<file path="config.mk">
export PLATFORM = sky130hd
export DESIGN_NAME = reg_transfer_sequencer_flat
export DESIGN_NICKNAME = d
export VERILOG_FILES = /design/src/rtl/reg_transfer_sequencer_pkg.sv /design/src/rtl/reg_transfer_sequencer_if.sv /design/src/rtl/reg_transfer_sequencer_arbiter.sv /design/src/rtl/reg_transfer_sequencer.sv /design/src/flat_wrapper.sv
export SDC_FILE = /design/constraint.sdc
export NUM_CORES = 1
export LEC_CHECK = 0
export CORE_ASPECT_RATIO = 1.5
export CORE_MARGIN = 8
export CORE_UTILIZATION = 49
export CTS_CLUSTER_DIAMETER = 60
export CTS_CLUSTER_SIZE = 20
export DETAILED_ROUTE_END_ITERATION = 8
export GPL_ROUTABILITY_DRIVEN = 0
export PLACE_DENSITY = 0.79
export SKIP_CTS_REPAIR_TIMING = 1
export SYNTH_ARGS = -nofsm -noshare
export SYNTH_HDL_FRONTEND = slang
export SYNTH_SLANG_ARGS = --single-unit
</file>
<file path="constraint.sdc">
create_clock -name clk -period 2.1 [get_ports clk]
set_input_delay 0.21 -clock clk [delete_from_list [all_inputs] [get_ports clk]]
set_output_delay 0.21 -clock clk [all_outputs]
set_load 0.01 [all_outputs]
</file>
<file path="src/rtl/reg_transfer_sequencer_pkg.sv">
// Shared types and helpers for the register-bus transfer sequencer.
package bpu_regbus_pkg;

    typedef enum logic [2:0] {
        IDLE,
        SETUP,
        STROBE,
        HOLD,
        FINISH
    } seq_state_t;

    // Widest one-hot vector the decode helper can produce.
    localparam int unsigned ONEHOT_MAX = 64;

    // Bits needed to hold an index in [0, n-1]; never less than one bit.
    function automatic int unsigned idx_width(input int unsigned n);
        return (n <= 1) ? 1 : $clog2(n);
    endfunction

    // One-hot decode; out-of-range indices decode to all zeros.
    function automatic logic [ONEHOT_MAX-1:0] onehot(input int unsigned idx);
        logic [ONEHOT_MAX-1:0] v;
        v = '0;
        if (idx < ONEHOT_MAX) begin
            v[idx] = 1'b1;
        end
        return v;
    endfunction

endpackage

</file>
<file path="src/rtl/reg_transfer_sequencer_if.sv">
// Requester handshake and register-file strobes of the transfer sequencer.
interface reg_transfer_sequencer_if
    import bpu_regbus_pkg::*;
#(
    parameter int unsigned NREG  = 8,
    parameter int unsigned NREQ  = 2,
    parameter int unsigned IDX_W = idx_width(NREG)
);
    logic [NREQ-1:0]       req;
    logic [NREQ*IDX_W-1:0] req_src;
    logic [NREQ*IDX_W-1:0] req_dst;
    logic [NREQ-1:0]       done;
    logic                  err;
    logic                  busy;
    logic [NREG-1:0]       reg_read;
    logic [NREG-1:0]       reg_write;

    // Sequencer side.
    modport slave (
        input  req, req_src, req_dst,
        output done, err, busy, reg_read, reg_write
    );

    // Requester / register-file side.
    modport master (
        output req, req_src, req_dst,
        input  done, err, busy, reg_read, reg_write
    );
endinterface

</file>
<file path="src/rtl/reg_transfer_sequencer_arbiter.sv">
// Combinational round-robin arbiter; the caller registers the grant.
module rr_arbiter
    import bpu_regbus_pkg::*;
#(
    parameter int unsigned N  = 2,
    parameter int unsigned GW = idx_width(N)
) (
    input  logic [N-1:0]  req,
    input  logic [GW-1:0] last_grant,
    output logic          valid,
    output logic [GW-1:0] grant
);

    logic [GW-1:0] cand;

    // Scan from the slot after the last winner with wrap-around; the last winner is tried last.
    always_comb begin
        valid = 1'b0;
        grant = '0;
        cand  = '0;
        for (int unsigned i = 1; i <= N; i++) begin
            cand = GW'((32'(last_grant) + i) % N);
            if (!valid && req[cand]) begin
                valid = 1'b1;
                grant = cand;
            end
        end
    end

endmodule

</file>
<file path="src/rtl/reg_transfer_sequencer.sv">
// Round-robin register-to-register move sequencer with flopped, glitch-free strobes.
module reg_transfer_sequencer
    import bpu_regbus_pkg::*;
#(
    parameter int unsigned NREG      = 8,
    parameter int unsigned NREQ      = 2,
    parameter int unsigned IDX_W     = idx_width(NREG),
    parameter int unsigned SETUP_CYC = 1
) (
    input  logic clk,
    input  logic rst_n,
    reg_transfer_sequencer_if.slave bus
);

    localparam int unsigned GW = idx_width(NREQ);
    localparam int unsigned CW = idx_width(SETUP_CYC);

    seq_state_t       state, state_nxt;

    logic [GW-1:0]    last_grant;
    logic [GW-1:0]    winner, winner_nxt;
    logic [IDX_W-1:0] src, src_nxt;
    logic [IDX_W-1:0] dst, dst_nxt;
    logic             rej, rej_nxt;
    logic             pend, pend_nxt;
    logic [CW-1:0]    cnt, cnt_nxt;

    logic             arb_valid;
    logic [GW-1:0]    arb_grant;

    logic [IDX_W-1:0] src_in [NREQ];
    logic [IDX_W-1:0] dst_in [NREQ];

    logic [NREG-1:0]  read_q, read_nxt;
    logic [NREG-1:0]  write_q, write_nxt;
    logic [NREQ-1:0]  done_q, done_nxt;
    logic             err_q, err_nxt;
    logic             busy_q, busy_nxt;

    for (genvar i = 0; i < NREQ; i++) begin : g_unpack
        assign src_in[i] = bus.req_src[i*IDX_W +: IDX_W];
        assign dst_in[i] = bus.req_dst[i*IDX_W +: IDX_W];
    end

    function automatic logic is_reject(input logic [IDX_W-1:0] s, input logic [IDX_W-1:0] d);
        return (32'(s) >= NREG) || (32'(d) >= NREG) || (s == d);
    endfunction

    rr_arbiter #(
        .N  (NREQ),
        .GW (GW)
    ) u_arb (
        .req        (bus.req),
        .last_grant (last_grant),
        .valid      (arb_valid),
        .grant      (arb_grant)
    );

    // State register.
    always_ff @(posedge clk or negedge rst_n) begin
        if (!rst_n) begin
            state <= IDLE;
        end else begin
            state <= state_nxt;
        end
    end

    // Next state, plus request capture in IDLE and the setup countdown.
    // A rejected move spends two cycles in FINISH (pend set on entry) so that
    // done/err land one cycle after the busy cycle with no bus activity.
    always_comb begin
        state_nxt  = state;
        winner_nxt = winner;
        src_nxt    = src;
        dst_nxt    = dst;
        rej_nxt    = rej;
        pend_nxt   = pend;
        cnt_nxt    = cnt;
        unique case (state)
            IDLE: begin
                if (arb_valid) begin
                    winner_nxt = arb_grant;
                    src_nxt    = src_in[arb_grant];
                    dst_nxt    = dst_in[arb_grant];
                    rej_nxt    = is_reject(src_in[arb_grant], dst_in[arb_grant]);
                    if (rej_nxt) begin
                        state_nxt = FINISH;
                        pend_nxt  = 1'b1;
                    end else begin
                        state_nxt = SETUP;
                        cnt_nxt   = CW'(SETUP_CYC - 1);
                    end
                end
            end
            SETUP: begin
                if (cnt == '0) begin
                    state_nxt = STROBE;
                end else begin
                    cnt_nxt = cnt - 1'b1;
                end
            end
            STROBE: state_nxt = HOLD;
            HOLD:   state_nxt = FINISH;
            FINISH: begin
                if (pend) begin
                    pend_nxt = 1'b0;
                end else begin
                    state_nxt = IDLE;
                end
            end
            default: state_nxt = IDLE;
        endcase
    end

    // Outputs decoded from the upcoming state so every output leaves a flop.
    always_comb begin
        read_nxt  = '0;
        write_nxt = '0;
        done_nxt  = '0;
        err_nxt   = 1'b0;
        busy_nxt  = (state_nxt != IDLE);
        unique case (state_nxt)
            SETUP, HOLD: read_nxt = NREG'(onehot(32'(src_nxt)));
            STROBE: begin
                read_nxt  = NREG'(onehot(32'(src_nxt)));
                write_nxt = NREG'(onehot(32'(dst_nxt)));
            end
            FINISH: begin
                if (!pend_nxt) begin
                    done_nxt = NREQ'(onehot(32'(winner_nxt)));
                    err_nxt  = rej_nxt;
                end
            end
            default: ;
        endcase
    end

    // Transfer context and round-robin pointer; pointer reset gives requester 0 priority.
    always_ff @(posedge clk or negedge rst_n) begin
        if (!rst_n) begin
            last_grant <= GW'(NREQ - 1);
            winner     <= '0;
            src        <= '0;
            dst        <= '0;
            rej        <= 1'b0;
            pend       <= 1'b0;
            cnt        <= '0;
        end else begin
            winner <= winner_nxt;
            src    <= src_nxt;
            dst    <= dst_nxt;
            rej    <= rej_nxt;
            pend   <= pend_nxt;
            cnt    <= cnt_nxt;
            if (state == FINISH && state_nxt == IDLE) begin
                last_grant <= winner;
            end
        end
    end

    // Output flops; reg_write clocks the registers so it must never come from logic.
    always_ff @(posedge clk or negedge rst_n) begin
        if (!rst_n) begin
            read_q  <= '0;
            write_q <= '0;
            done_q  <= '0;
            err_q   <= 1'b0;
            busy_q  <= 1'b0;
        end else begin
            read_q  <= read_nxt;
            write_q <= write_nxt;
            done_q  <= done_nxt;
            err_q   <= err_nxt;
            busy_q  <= busy_nxt;
        end
    end

    assign bus.reg_read  = read_q;
    assign bus.reg_write = write_q;
    assign bus.done      = done_q;
    assign bus.err       = err_q;
    assign bus.busy      = busy_q;

endmodule
</file>
<file path="src/flat_wrapper.sv">
// flat-port wrapper written by rule: the top's interface ports become plain ports
module reg_transfer_sequencer_flat import bpu_regbus_pkg::*;
#(
    parameter int unsigned NREG      = 8,
    parameter int unsigned NREQ      = 2,
    parameter int unsigned IDX_W     = idx_width(NREG),
    parameter int unsigned SETUP_CYC = 1
)
  (clk, rst_n, bus_req, bus_req_src, bus_req_dst, bus_done, bus_err, bus_busy, bus_reg_read, bus_reg_write);
  reg_transfer_sequencer_if #(.NREG(NREG), .NREQ(NREQ), .IDX_W(IDX_W)) bus_i ();
  input  logic clk;
  input  logic rst_n;
  input wire logic [$bits(bus_i.req)-1:0] bus_req;
  input wire logic [$bits(bus_i.req_src)-1:0] bus_req_src;
  input wire logic [$bits(bus_i.req_dst)-1:0] bus_req_dst;
  output wire logic [$bits(bus_i.done)-1:0] bus_done;
  output wire logic [$bits(bus_i.err)-1:0] bus_err;
  output wire logic [$bits(bus_i.busy)-1:0] bus_busy;
  output wire logic [$bits(bus_i.reg_read)-1:0] bus_reg_read;
  output wire logic [$bits(bus_i.reg_write)-1:0] bus_reg_write;
  assign bus_i.req = bus_req;
  assign bus_i.req_src = bus_req_src;
  assign bus_i.req_dst = bus_req_dst;
  assign bus_done = bus_i.done;
  assign bus_err = bus_i.err;
  assign bus_busy = bus_i.busy;
  assign bus_reg_read = bus_i.reg_read;
  assign bus_reg_write = bus_i.reg_write;
  reg_transfer_sequencer #(.NREG(NREG), .NREQ(NREQ), .IDX_W(IDX_W), .SETUP_CYC(SETUP_CYC)) u_core (.clk(clk), .rst_n(rst_n), .bus(bus_i));
endmodule
</file>
# [Yosys cells after proc, flatten, opt, wreduce, memory -nomap -nowiden]
# Cells that the tools add are included.
[totals] reg_bits=34 out_inout_bits=20 inputBits=16 elab_cells=95
[classes] n_eq_ne=11 magnitude_cmp=9 n_reduce_logical=12 add_sub_neg=3 muxes=46 bitwise_logic=1
[op_table] operator="$mux W3" count=14
[op_table] operator="$mux W1" count=22
[op_table] operator="$mux W8" count=2
[op_table] operator="$pmux W3 S5" count=1
[op_table] operator="$lt A3 B7 Y1 const B" count=2
[op_table] operator="$eq A3 B2 Y1 const B" count=4
[op_table] operator="$lt A1 B7 Y1 const B" count=1
[op_table] operator="$demux W1 S3" count=2
[op_table] operator="$eq A3 B1 Y1 const B" count=2
[op_table] operator="$eq A3 B3 Y1 const B" count=2
[op_table] operator="$ge A3 B1 Y1 const B" count=2
[op_table] operator="$logic_not A3 Y1" count=2
[op_table] operator="$logic_and A1 B1 Y1" count=5
[op_table] operator="$lt A1 B2 Y1 const B" count=2
[op_table] operator="$mux W2" count=2
[op_table] operator="$pmux W1 S2" count=2
[op_table] operator="$eq A3 B3 Y1" count=1
[op_table] operator="$reduce_and A3 Y1" count=1
[op_table] operator="$reduce_bool A3 Y1" count=1
[op_table] operator="$reduce_or A3 Y1" count=1
[op_table] operator="$add A1 B1 Y1 const B" count=2
[op_table] operator="$ge A2 B2 Y1 const B" count=1
[op_table] operator="$ne A2 B1 Y1 const B" count=1
[op_table] operator="$ne A2 B2 Y1 const B" count=1
[op_table] operator="other kinds (6)" count=6

# [Depth between registers and ports, before layout]
[depth] ltp_word=18 depth_mapped=7 mapped_depth_nobuf=5

# [Modules after synthesis]
# Synthesis repeated with hierarchy kept, for this count alone.
[unflattened] hier_cells=124 area_unflattened_um2=1512.7
[by_module_without_submodules] mod="reg_transfer_sequencer" cells_per_inst=122 instances=1 area_each_um2=1498.9 seq_area_each_um2=827.0
[by_module_without_submodules] mod="rr_arbiter" cells_per_inst=2 instances=1 area_each_um2=13.8 seq_area_each_um2=0.0

# [Worst setup path after synthesis]
# Ideal clock, no wire load.
[synth_path] path_kind="reg2reg" from="register u_core.last_grant" to="register u_core.read_q[0] (netlist: u_core.bus.reg_read[0])" path_buffers=0 synth_period_minus_slack_ns=1.886 required_ns=1.957 path_slack_ns=0.214 t_arrival_ns=1.742 path_stages_with_launch=5 setup_time_ns=0.143 cell_sequence="dfstp_2 -> a21boi_1 -> or4_4 -> a2111oi_4 -> nor3_1"
[synth_between] elab_chain_cells=18 elab_cells_between_ends=35 classes_between="2 x add/sub; 2 x order compare; 4 x eq/ne; 22 x mux; 1 x bitwise; 4 x reduce/logical"
[synth_lines] item="start: declaration" line="reg_transfer_sequencer.sv:20" rtl="logic [GW-1:0] last_grant;"
[synth_lines] item="start signal: assignment" line="reg_transfer_sequencer.sv:141" rtl="last_grant <= GW'(NREQ - 1);"
[synth_lines] item="start signal: assignment" line="reg_transfer_sequencer.sv:156" rtl="last_grant <= winner;"
[synth_lines] item="$add A1 B1 Y1" line="reg_transfer_sequencer_arbiter.sv:22" rtl="cand = GW'((32'(last_grant) + i) % N);"
[synth_lines] item="$mux W1 (implied by the code) (2 in series)" line="reg_transfer_sequencer_arbiter.sv:23" rtl="if (!valid && req[cand]) begin"
[synth_lines] item="$mux W1" line="reg_transfer_sequencer_arbiter.sv:23"
[synth_lines] item="$logic_not A1 Y1" line="reg_transfer_sequencer_arbiter.sv:23"
[synth_lines] item="$logic_and A1 B1 Y1" line="reg_transfer_sequencer_arbiter.sv:23"
[synth_lines] item="$mux W1" line="reg_transfer_sequencer_arbiter.sv:23"
[synth_lines] item="$not A1 Y2 (implied by the code)" line="reg_transfer_sequencer.sv:83, reg_transfer_sequencer.sv:85"
[synth_lines] item="$mux W3, on equally long branches (3 in series)" line="reg_transfer_sequencer.sv:83, reg_transfer_sequencer.sv:85"
[synth_lines] item="$mux W3 or $eq A3 B3 Y1 (tied branches)" line="reg_transfer_sequencer.sv:81, reg_transfer_sequencer.sv:46"
[synth_lines] item="$mux W3, on equally long branches" line="reg_transfer_sequencer.sv:79, reg_transfer_sequencer.sv:86"
[synth_lines] item="$lt A3 B7 Y1 (implied by the code) (tied with other cells)" line="reg_transfer_sequencer_pkg.sv:25" rtl="v[idx] = 1'b1;"
[synth_lines] item="$logic_and A1 B1 Y1 (implied by the code) or $pmux W3 S5 (tied branches)" line="reg_transfer_sequencer_pkg.sv:25, reg_transfer_sequencer.sv:79"
[synth_lines] item="$mux W1 (implied by the code) (tied with other cells)" line="reg_transfer_sequencer_pkg.sv:25"
[synth_lines] item="$demux W1 S3 or $reduce_or A3 Y1 (tied branches)"
[synth_lines] item="$mux W8 (*)"
[synth_lines] item="via u_core.read_nxt[0]" line="reg_transfer_sequencer.sv:34" rtl="logic [NREG-1:0] read_q, read_nxt;"
[synth_lines] item="end signal: assignment" line="reg_transfer_sequencer.sv:170" rtl="read_q <= read_nxt;"
[synth_lines] item="end: declaration" line="reg_transfer_sequencer.sv:34"
# The timed path passes the listed nets; every way through them passes the cells marked *. The select of a mux whose other input is x is not followed.
# A chain may end at the register's enable or synchronous reset.

# [Worst setup path after layout]
[layout_path] from="register u_core.last_grant" to="register u_core.pend"
[layout_between] elab_chain_cells=15 elab_cells_between_ends=23 classes_between="2 x add/sub; 1 x eq/ne; 17 x mux; 1 x bitwise; 2 x reduce/logical"
[layout_lines] item="$add A1 B1 Y1" line="reg_transfer_sequencer_arbiter.sv:22"
[layout_lines] item="$mux W1 (implied by the code) (2 in series)" line="reg_transfer_sequencer_arbiter.sv:23"
[layout_lines] item="$mux W1" line="reg_transfer_sequencer_arbiter.sv:23"
[layout_lines] item="$logic_not A1 Y1" line="reg_transfer_sequencer_arbiter.sv:23"
[layout_lines] item="$logic_and A1 B1 Y1" line="reg_transfer_sequencer_arbiter.sv:23"
[layout_lines] item="$mux W1" line="reg_transfer_sequencer_arbiter.sv:23"
[layout_lines] item="$not A1 Y2 (implied by the code)" line="reg_transfer_sequencer.sv:85" rtl="rej_nxt = is_reject(src_in[arb_grant], dst_in[arb_grant]);"
[layout_lines] item="$mux W3 (implied by the code) (3 in series)" line="reg_transfer_sequencer.sv:85"
[layout_lines] item="$eq A3 B3 Y1" line="reg_transfer_sequencer.sv:46" rtl="return (32'(s) >= NREG) || (32'(d) >= NREG) || (s == d);"
[layout_lines] item="$mux W1" line="reg_transfer_sequencer.sv:86" rtl="if (rej_nxt) begin"
[layout_lines] item="$mux W1 (*)" line="reg_transfer_sequencer.sv:81" rtl="if (arb_valid) begin"
[layout_lines] item="$pmux W1 S2 (*)" line="reg_transfer_sequencer.sv:79" rtl="unique case (state)"
[layout_lines] item="via u_core.pend_nxt" line="reg_transfer_sequencer.sv:25" rtl="logic pend, pend_nxt;"
[layout_lines] item="end signal: assignment" line="reg_transfer_sequencer.sv:153" rtl="pend <= pend_nxt;"
[layout_lines] item="end: declaration" line="reg_transfer_sequencer.sv:25"
# Marks and branches as above.

==> summary.md <==
| Metric | Value |
|---|---|
| Clock insertion delay at the later pin of the skew report | `about 280 ps` |
| CTS tree | `done` |
| Post-synth EDFFs | `0` |
| Commonest cells in the netlist | `dfrtp_1, nor3_1, o21ai_0` |
| PnR worst setup slack | `about 76 ps` |
| RSZ-0062 raised after global routing | `false` |
| Most common cell in the synthesized netlist | `dfrtp_1` |
| Number of global-route vias before repair | `~1300` |
| Clock transition at path regs | `70 ps` |
| Die area | `a little over 0.005 mm2` |
| Yosys reg bits | `33` |
| Power per Cell Area | `1280 mW/mm2` |
| Core area | `around 0.003 mm2` |
| P_sw | `a little over 1 mW` |
| Total Wirelength | `3710 um` |
| Design area | `approximately 0.0021 mm2` |
| Final Hold Vio Count | `0` |
| Drt drc | `0` |
| I/O Buffers | `35` |
| Mapped Nets | `approximately 160` |
| Starting density of the core | `49.8%` |
| Max Freq | `494 MHz` |
| Reg power frac | `a little under two fifths` |
| Worst-Margin Slew | `546 ps` |
| Total number of vias | `between 1000 and 1500` |
| Ys flop type | `dfrtp_1` |
| Final Max Slew Viols | `0` |
| Layout cells sized above 1 | `15.1%` |
| Largest net degree at the start of global routing | `34` |
| Clock sink total | `33` |
| Hold/Removal Path Class | `input port to async pin` |
| # fillers | `between 200 and 300` |
| Row cnt | `25` |
| Max_cap viols | `0` |
| Synth top area cells | `dfrtp_1, nor3_1, mux2i_1` |
| Cell taking the most area after synthesis | `dfrtp_1` |
| Outcome | `finished clean` |
| Maximum VDD drop | `0.000794 V` |
| Slew Limit Headroom | `between 60% and 70%` |
| # diodes | `0` |
| Antenna violations before repair | `0` |
| Yosys top cell area share | `a little over half` |
| Syn. warnings | `0` |
| CP required | `roughly 2300 ps` |
| Fraction of registers with async set or reset after synthesis | `100%` |
| Final Setup Violations | `0` |
| Syn-to-layout area delta | `37.0%` |
| Post-DRT Antenna Nets | `0` |
| H-tree level count | `2` |
| Non-Filler Instances | `232` |
| Grt total ovfl | `0` |
| Seq/Total Area, Yosys | `a little over half` |
| Worst Path Arrival | `2250 ps` |
| Crit start category | `flip-flop` |
| Cell-internal power | `around 1.7 mW` |
| Die H | `~84 um` |
| Detailed placer's ending HPWL | `2920 um` |
| Pre-CTS WS | `-127 ps` |
| Multi-input logic area | `roughly 650 um2` |
| Final Util | `around 70%` |
| Synth Instances | `140` |
| Mapped cell area | `0.00153 mm2` |
| Global Route Usage Sum | `16.0%` |
| Critical path class | `flip-flop to flip-flop` |
| First-pass GRT wire length | `a little over 6000 um` |
| Mean post-synth cell area | `10.9 um2` |
| Post-layout min period | `2020 ps` |
| Storage element area | `827 um2` |
| Power share of the clock group | `approximately 17%` |
| Static Leak | `around 0.92 nW` |
| Period utilisation layout | `approximately 96%` |
| CTS Buf Count | `5` |
| Vias/cell | `5.50` |
| Tot Pwr | `2.68 mW` |
| Clk_skew | `around 6.5 ps` |
| Synth cell types | `37` |
| Wire per inst | `roughly 16 um` |
| Drt first pass iters | `4` |
| Worst-path maximum fanout | `4` |
| Comb pwr share | `45.5%` |
| Max Root-Sink Buffers | `2` |
| # nets final | `207` |
| Sw Ratio | `between 30 and 40%` |
| Initial drt markers | `25` |
| Placed insts | `224` |
| Top-level port count | `36` |
| Root buffer cell | `clkbuf_8` |
| Cell Area, Placed | `0.00201 mm2` |
| Die Wd | `approximately 62 um` |
| Worst setup EP type | `flip-flop` |
[power groups by stage]
stage	Sequential [mW]	Combinational (mW)	Clock, mW
after floorplan	1.00	0.715	0
after global placement	1.02	1.17	0
after detailed placement	1.03	1.21	0
after CTS	1.02	1.22	0.460
after global routing	1.05	1.33	0.483
final	1.02	1.22	0.444
[worst paths after layout]
| path | start | endpoint | slack [ps] | depth (start not counted) |
|---|---|---|---|---|
| setup / recovery | u_core.last_grant$_DFFE_PN1P_ | u_core.pend$_DFF_PN0_ | 80 | 4 |
| hold / removal | rst_n | u_core.pend$_DFF_PN0_ | 320 | 2 |
| setup reg to reg | u_core.last_grant$_DFFE_PN1P_ | u_core.pend$_DFF_PN0_ | 80 | 4 |
| hold reg to reg | u_core.rej$_DFF_PN0_ | u_core.rej$_DFF_PN0_ | 510 | 1 |
| max in group asynchronous | rst_n | u_core.last_grant$_DFFE_PN1P_ | 1460 | 2 |
| min in group clk | u_core.rej$_DFF_PN0_ | u_core.rej$_DFF_PN0_ | 510 | 1 |
[worst max-delay path, stage by stage, from the launching register on]
cell and delay [ps]:
dfstp_2 550, a21boi_1 80, or4_4 580, a2111oi_0 580, o21a_1 170
[cell usage in the layout (no fill, tap or decap), types with 6 or more instances in the layout]
cell	instances
clkdlybuf4s50_1	35
dfrtp_1	32
nor3_1	16
buf_4	14
o21ai_0	8
nor2_1	7
mux2i_1	7
a21oi_1	6
inv_1	6
nand2b_1	6
[layer usage]
| layer | wire length [um] | up-vias | share of wire, % | GRT usage, % |
|---|---|---|---|---|
| met1 | 1340 | 586 | 36 | 16.4 |
| met3 | 361 | 13 | 9.7 | 6.27 |
| met4 | 148 | 0 | 4.0 | 9.38 |
| li1 | - | 609 | - | - |
| met2 | 1860 | 67 | 50 | 25.8 |
| met5 | 0 | - | 0 | 0 |
[final cells by class]
cell class	instances	share of cell area [%]
Clock inverter	2	0.478
Sequential cell	33	39.5
Multi-Input combinational cell	96	31.3
Timing Repair Buffer	49	21.8
Inverter	6	1.08
Clock buffer	6	3.47
Tap cell	40	2.39
[state kept, by name, indices dropped and copies added, names as in the netlist]
name	count
u_core.bus.busy	1
u_core.bus.done	2
u_core.bus.err	1
u_core.bus.reg_read	8
u_core.bus.reg_write	8
u_core.dst	3
u_core.last_grant	1
u_core.pend	1
u_core.rej	1
u_core.src	3
u_core.state	3
u_core.winner	1
[cells by family (layout without fill, tap and decap cells)]
logic type,count (synthesis),after routing,synth area share [%]
xor+xnor,6,6,3.44
mux,9,9,6.07
buf+inv,11,63,2.95
flops,33,33,54.2
simple gates,44,44,15.2
compound gates,37,37,18.1
[metrics by stage]
step / TNS (ps) / hold WS (ps)
2_1_floorplan: 0 / -85.6
3_3_place_gp: -227 / 484
3_5_place_dp: -366 / 490
4_1_cts: 0 / 327
5_1_grt: 0 / 381
6_report: 0 / 324
(Power assumes the default switching activity.)
